--- src/rtl/alu_arbiter.sv ---
// Two-requester arbiter for a shared single-cycle ALU with a registered result slot.
// Define ALU_ARB_RR_EN for round-robin priority; otherwise requester 0 has fixed priority.
module alu_arbiter #(
    parameter int WIDTH = 32
) (
    input  logic                 i_clk,
    input  logic                 i_rst,
    input  logic [1:0]           i_req_valid,
    output logic [1:0]           o_req_ready,
    input  logic [2*WIDTH-1:0]   i_req_a,
    input  logic [2*WIDTH-1:0]   i_req_b,
    input  logic [7:0]           i_req_op,
    output logic [1:0]           o_rsp_valid,
    input  logic [1:0]           i_rsp_ready,
    output logic [WIDTH-1:0]     o_rsp_result,
    output logic                 o_rsp_zero,
    output logic [WIDTH-1:0]     o_alu_operand_a,
    output logic [WIDTH-1:0]     o_alu_operand_b,
    output logic [3:0]           o_alu_op,
    input  logic [WIDTH-1:0]     i_alu_result,
    input  logic                 i_alu_zero
);

    // state  | meaning
    // S_IDLE | no result held
    // S_RESP | result held for r_owner, waiting for its rsp_ready
    typedef enum logic {
        S_IDLE = 1'b0,
        S_RESP = 1'b1
    } state_t;

    state_t             r_state;
    state_t             w_state_nxt;
    logic               r_owner;
    logic               w_owner_nxt;
    logic [WIDTH-1:0]   r_result;
    logic [WIDTH-1:0]   w_result_nxt;
    logic               r_zero;
    logic               w_zero_nxt;

    logic               w_owner_ready;
    logic               w_slot_free;
    logic               w_any_valid;
    logic               w_winner;
    logic               w_grant;

    assign w_owner_ready = r_owner ? i_rsp_ready[1] : i_rsp_ready[0];
    assign w_slot_free   = (r_state == S_IDLE) || w_owner_ready;
    assign w_any_valid   = |i_req_valid;
    // Gated by reset so no handshake or ALU drive is visible while reset is held.
    assign w_grant       = w_slot_free & w_any_valid & ~i_rst;

`ifdef ALU_ARB_RR_EN
    logic r_last_grant;

    assign w_winner = (&i_req_valid) ? ~r_last_grant : i_req_valid[1];

    always_ff @(posedge i_clk or posedge i_rst) begin
        if (i_rst) begin
            r_last_grant <= 1'b1;
        end else if (w_grant) begin
            r_last_grant <= w_winner;
        end
    end
`else
    assign w_winner = ~i_req_valid[0];
`endif

    always_comb begin
        o_req_ready     = 2'b00;
        o_alu_operand_a = '0;
        o_alu_operand_b = '0;
        o_alu_op        = 4'd0;
        if (w_grant) begin
            o_req_ready     = w_winner ? 2'b10 : 2'b01;
            o_alu_operand_a = w_winner ? i_req_a[2*WIDTH-1:WIDTH] : i_req_a[WIDTH-1:0];
            o_alu_operand_b = w_winner ? i_req_b[2*WIDTH-1:WIDTH] : i_req_b[WIDTH-1:0];
            o_alu_op        = w_winner ? i_req_op[7:4] : i_req_op[3:0];
        end
    end

    always_comb begin
        w_state_nxt  = r_state;
        w_owner_nxt  = r_owner;
        w_result_nxt = r_result;
        w_zero_nxt   = r_zero;
        if (w_grant) begin
            w_state_nxt  = S_RESP;
            w_owner_nxt  = w_winner;
            w_result_nxt = i_alu_result;
            w_zero_nxt   = i_alu_zero;
        end else if ((r_state == S_RESP) && w_owner_ready) begin
            w_state_nxt  = S_IDLE;
        end
    end

    always_ff @(posedge i_clk or posedge i_rst) begin
        if (i_rst) begin
            r_state  <= S_IDLE;
            r_owner  <= 1'b0;
            r_result <= '0;
            r_zero   <= 1'b0;
        end else begin
            r_state  <= w_state_nxt;
            r_owner  <= w_owner_nxt;
            r_result <= w_result_nxt;
            r_zero   <= w_zero_nxt;
        end
    end

    always_comb begin
        o_rsp_valid = 2'b00;
        if (r_state == S_RESP) begin
            o_rsp_valid = r_owner ? 2'b10 : 2'b01;
        end
    end

    assign o_rsp_result = r_result;
    assign o_rsp_zero   = r_zero;

endmodule

--- config.mk ---
export PLATFORM = sky130hd
export DESIGN_NAME = alu_arbiter
export DESIGN_NICKNAME = d
export VERILOG_FILES = /design/src/rtl/alu_arbiter.sv
export SDC_FILE = /design/constraint.sdc
export NUM_CORES = 1
export LEC_CHECK = 0
export CORE_AREA = 5 5 105 107
export DETAILED_ROUTE_END_ITERATION = 6
export DIE_AREA = 0 0 110 112
export HOLD_SLACK_MARGIN = 0.03
export PLACE_DENSITY = 0.83
export REMOVE_ABC_BUFFERS = 1
export SLEW_MARGIN = 0
export SYNTH_ARGS = -nofsm -noshare
export SYNTH_HDL_FRONTEND = slang
export SYNTH_SLANG_ARGS = --single-unit
--- constraint.sdc ---
create_clock -name i_clk -period 1.7 [get_ports i_clk]
set_input_delay 0.17 -clock i_clk [delete_from_list [all_inputs] [get_ports i_clk]]
set_output_delay 0.17 -clock i_clk [all_outputs]
set_load 0.01 [all_outputs]
==> results.yml <==
cts:
  cts_root_buffer: "sky130_fd_sc_hd__clkbuf_8"
  cts.path.max_buffers: 2
  htree_levels: 2
  cts_made_buffers: 5
  tritoncts: "built"
  tritoncts_num_sinks: 35
  clkSlewWorstSetupHoldPaths_ns: 0.06
  postCtsHoldBufs: 0
  insertion_delay_ns: 0.28
final_layout:
  num-nets-final: 707
  filler_cell_count: 934
  num_antenna_cells: 0
  drive_gt1_share_pct: 30.39
  area_growth_syn_to_layout_pct: 125.6
pwr:
  power-per-cell-area_nw_per_um2: 654.1
  peakVddDrop_mv: 0.6943
  power_leakage_nw: 2.564
drt:
  drt-total-wl_um: 12110
  via_count: 2939
  viasPerCell: 4.393
  firstDrtPassIters: 4
  drt_drc_violations_left: 0
  ant_nets: 0
  avgRoutedWirePerCell_um: 18.10
  drt_iter0_drc: 89
synthesis:
  syn_avg_cell_area_sq_um: 10.13
  postSynthRegisterBits: 35
  synth_area_leaders: "sky130_fd_sc_hd__dfrtp_1, sky130_fd_sc_hd__mux2i_1, sky130_fd_sc_hd__mux2_2"
  yosys_warnings: 0
  post-synth-top-area-cell: "sky130_fd_sc_hd__dfrtp_1"
  synth_largest_type_area_fraction_pct: 36.34
  ys_types: 20
  syn-cell-area_sq_um: 2410
  synth_cells: 238
  seq_area_frac_synth_pct: 36.34
die:
  die-width_um: 110
  io_pins: 280
  floorplan.initialDensity_pct: 23.99
  die_extent_in_y_um: 112
  die_area_sq_um: 12320
  floorplan.rows: 37
  core_area_sq_um: 10050
critical_path:
  arrival_time_at_the_worst_endpoint_ns: 1.66
  setup.reg_to_reg.worst_slack_ns: -0.08
  timing.setup.critical_path_class: "reg -> out"
  path_max_fanout: 7
  setup.worst_path.end_class: "output pin"
  required_ns: 1.53
  worst-r2r-cell-count: 6
  nature_of_the_critical_path_startpoint: "flip-flop"
timing:
  setup_tns_ns: -3.959
  setup_repair_after_global_routing_missed_its_margin: "yes"
  tightestPinTransition_ns: 0.4464
  worst_hold_slack_ns: 0.2462
  layout_setup_ws_ns: -0.1302
  finalCriticalPeriod_ns: 1.830
  worst_clock_skew_ns: 0.007460
  hold_viol_final: 0
  period_share_pct: 107.7
  final-setup-viol-count: 88
  slew_violations: 0
  slew_headroom_pct: 69.39
  fmaxAchievable_ghz: 0.5464
global_routing:
  antenna_found_initial: 0
  grt_pass1_wl_um: 17440
  grt-ovfl-total: 0
  number_of_global_route_vias_before_repair: 3219
  grt_max_degree: 34
  globalRouteTotalUtil_pct: 18.08
worst_hold_path:
  worstHoldPathType: "in -> async"
status:
  violated_checks: "negative setup slack"
  status: "finished with violations"
placed_design:
  dp_hpwl_um: 10070
  port_buffers: 279
  gp_congestion: 0.9183
run:
  max_cap_viol_count: 0
-- cells in the final DEF (no fill, tap or decap) --
cell and n:
sky130_fd_sc_hd__buf_4 17, sky130_fd_sc_hd__o21bai_1 1, sky130_fd_sc_hd__mux2i_1 68, sky130_fd_sc_hd__a21o_4 1, sky130_fd_sc_hd__nor2_2 19, sky130_fd_sc_hd__inv_1 1, sky130_fd_sc_hd__nor2b_1 3, sky130_fd_sc_hd__dfrtp_1 35
sky130_fd_sc_hd__a21oi_1 1, sky130_fd_sc_hd__and2_1 1, sky130_fd_sc_hd__buf_6 5, sky130_fd_sc_hd__o31ai_1 1, sky130_fd_sc_hd__clkbuf_2 1, sky130_fd_sc_hd__nor2_1 46, sky130_fd_sc_hd__nand2_1 2, sky130_fd_sc_hd__clkbuf_1 2
sky130_fd_sc_hd__clkbuf_16 1, sky130_fd_sc_hd__buf_2 65, sky130_fd_sc_hd__buf_12 9, sky130_fd_sc_hd__nand2b_1 1, sky130_fd_sc_hd__clkinv_2 1, sky130_fd_sc_hd__clkbuf_8 5, sky130_fd_sc_hd__dlymetal6s2s_1 2, sky130_fd_sc_hd__mux2_2 28
sky130_fd_sc_hd__mux2i_2 1, sky130_fd_sc_hd__mux2_4 5, sky130_fd_sc_hd__nor2_4 4, sky130_fd_sc_hd__clkdlybuf4s50_1 206, sky130_fd_sc_hd__o21ai_0 1
-- final timing paths --
path / from / end
worst max-delay path: r_owner / o_alu_operand_a[12]
worst min-delay path: i_rst / r_owner
worst max register to register: r_owner / o_rsp_result[30]
worst min register to register: o_rsp_result[3] / o_rsp_result[3]
max in group asynchronous: i_rst / o_rsp_result[28]
min in group i_clk: i_req_valid[0] / r_state
-- per-layer routing --
| layer | wire length, um | share of wire, % | GRT usage, % |
|---|---|---|---|
| met1 | 4090 | 34 | 19.08 |
| met2 | 6123 | 51 | 32.73 |
| met3 | 1574 | 13 | 7.246 |
| met4 | 320 | 2.6 | 4.738 |
| met5 | 0 | 0 | 0 |
-- power breakdown --
group / switching, W / total [W] / internal, W
Combinational: 0.000705 / 0.00187 / 0.00117
Clock: 0.000275 / 0.000562 / 0.000287
Sequential: 0.000103 / 0.00112 / 0.00102
Total: 0.00108 / 0.00356 / 0.00247
-- area by class of cell --
| class | instances | area (sq um) | share of cell area (%) |
|---|---|---|---|
| multi-input cells | 183 | 1500 | 27.59 |
| clock buffers | 7 | 76.32 | 1.404 |
| flip-flops and latches | 35 | 875.8 | 16.11 |
| well taps | 136 | 170.2 | 3.129 |
| repair buffers | 306 | 2806 | 51.61 |
| inverters | 1 | 3.754 | 0.06903 |
| clock inverters | 1 | 5.005 | 0.09204 |
-- what timing repair did --
| item | 4_1_cts | 5_1_grt |
|---|---|---|
| pin swaps | 5 | 1 |
| setup endpoints to repair | 98 | 102 |
| resized for setup | 222 | 102 |
| buffers inserted | 4 | 4 |
| gates cloned | 0 | 1 |
-- worst max-delay path: stages, from the launching register on --
cell and delay [ns]:
sky130_fd_sc_hd__dfrtp_1 0.41, sky130_fd_sc_hd__mux2i_2 0.17, sky130_fd_sc_hd__a21o_4 0.27, sky130_fd_sc_hd__buf_4 0.15
sky130_fd_sc_hd__clkbuf_16 0.16, sky130_fd_sc_hd__nor2_1 0.09, sky130_fd_sc_hd__buf_2 0.13
-- sequential cells by signal (all words and copies together) (netlist names) --
name / cells
o_rsp_result: 32
o_rsp_zero: 1
r_owner: 1
r_state: 1
-- stage by stage --
stage	cell area, sq um	instances	power [W]	util [%]	worst slack (ns)
floorplan	2291	219	0.001745	-	-1.315
global placement	5469	652	0.002976	54.44	-0.3913
detailed placement	5469	652	0.003020	54.44	-0.4096
CTS	5348	664	0.003543	53.23	-0.1673
global route	5438	669	0.003783	54.13	-0.1880
finish	5438	669	0.003557	54.13	-0.1302
-- cells in the mapped netlist --
cell	instances
sky130_fd_sc_hd__a21oi_1	1
sky130_fd_sc_hd__nor2b_1	3
sky130_fd_sc_hd__mux2_2	28
sky130_fd_sc_hd__o31ai_1	1
sky130_fd_sc_hd__clkbuf_1	5
sky130_fd_sc_hd__nor2_1	69
sky130_fd_sc_hd__o21ai_0	1
sky130_fd_sc_hd__mux2_4	5
sky130_fd_sc_hd__o21bai_1	1
sky130_fd_sc_hd__buf_2	5
sky130_fd_sc_hd__buf_6	3
sky130_fd_sc_hd__nand2_1	2
sky130_fd_sc_hd__and2_1	1
sky130_fd_sc_hd__mux2i_1	69
sky130_fd_sc_hd__inv_1	1
sky130_fd_sc_hd__dfrtp_1	35
sky130_fd_sc_hd__buf_4	5
sky130_fd_sc_hd__buf_1	1
sky130_fd_sc_hd__nand2b_1	1
sky130_fd_sc_hd__a21o_1	1
-- kinds of logic (layout without fill, tap and decap cells) --
| group | count (synthesis) | after routing | synth area share (%) |
|---|---|---|---|
| buffers and inverters | 20 | 315 | 5.088 |
| AND/OR/NAND/NOR | 76 | 76 | 12.36 |
| AO/OA/AOI/OAI | 5 | 5 | 1.350 |
| flip-flops | 35 | 35 | 36.34 |
| multiplexers | 102 | 102 | 44.86 |
Note: power is estimated with default switching activity, not from simulation.
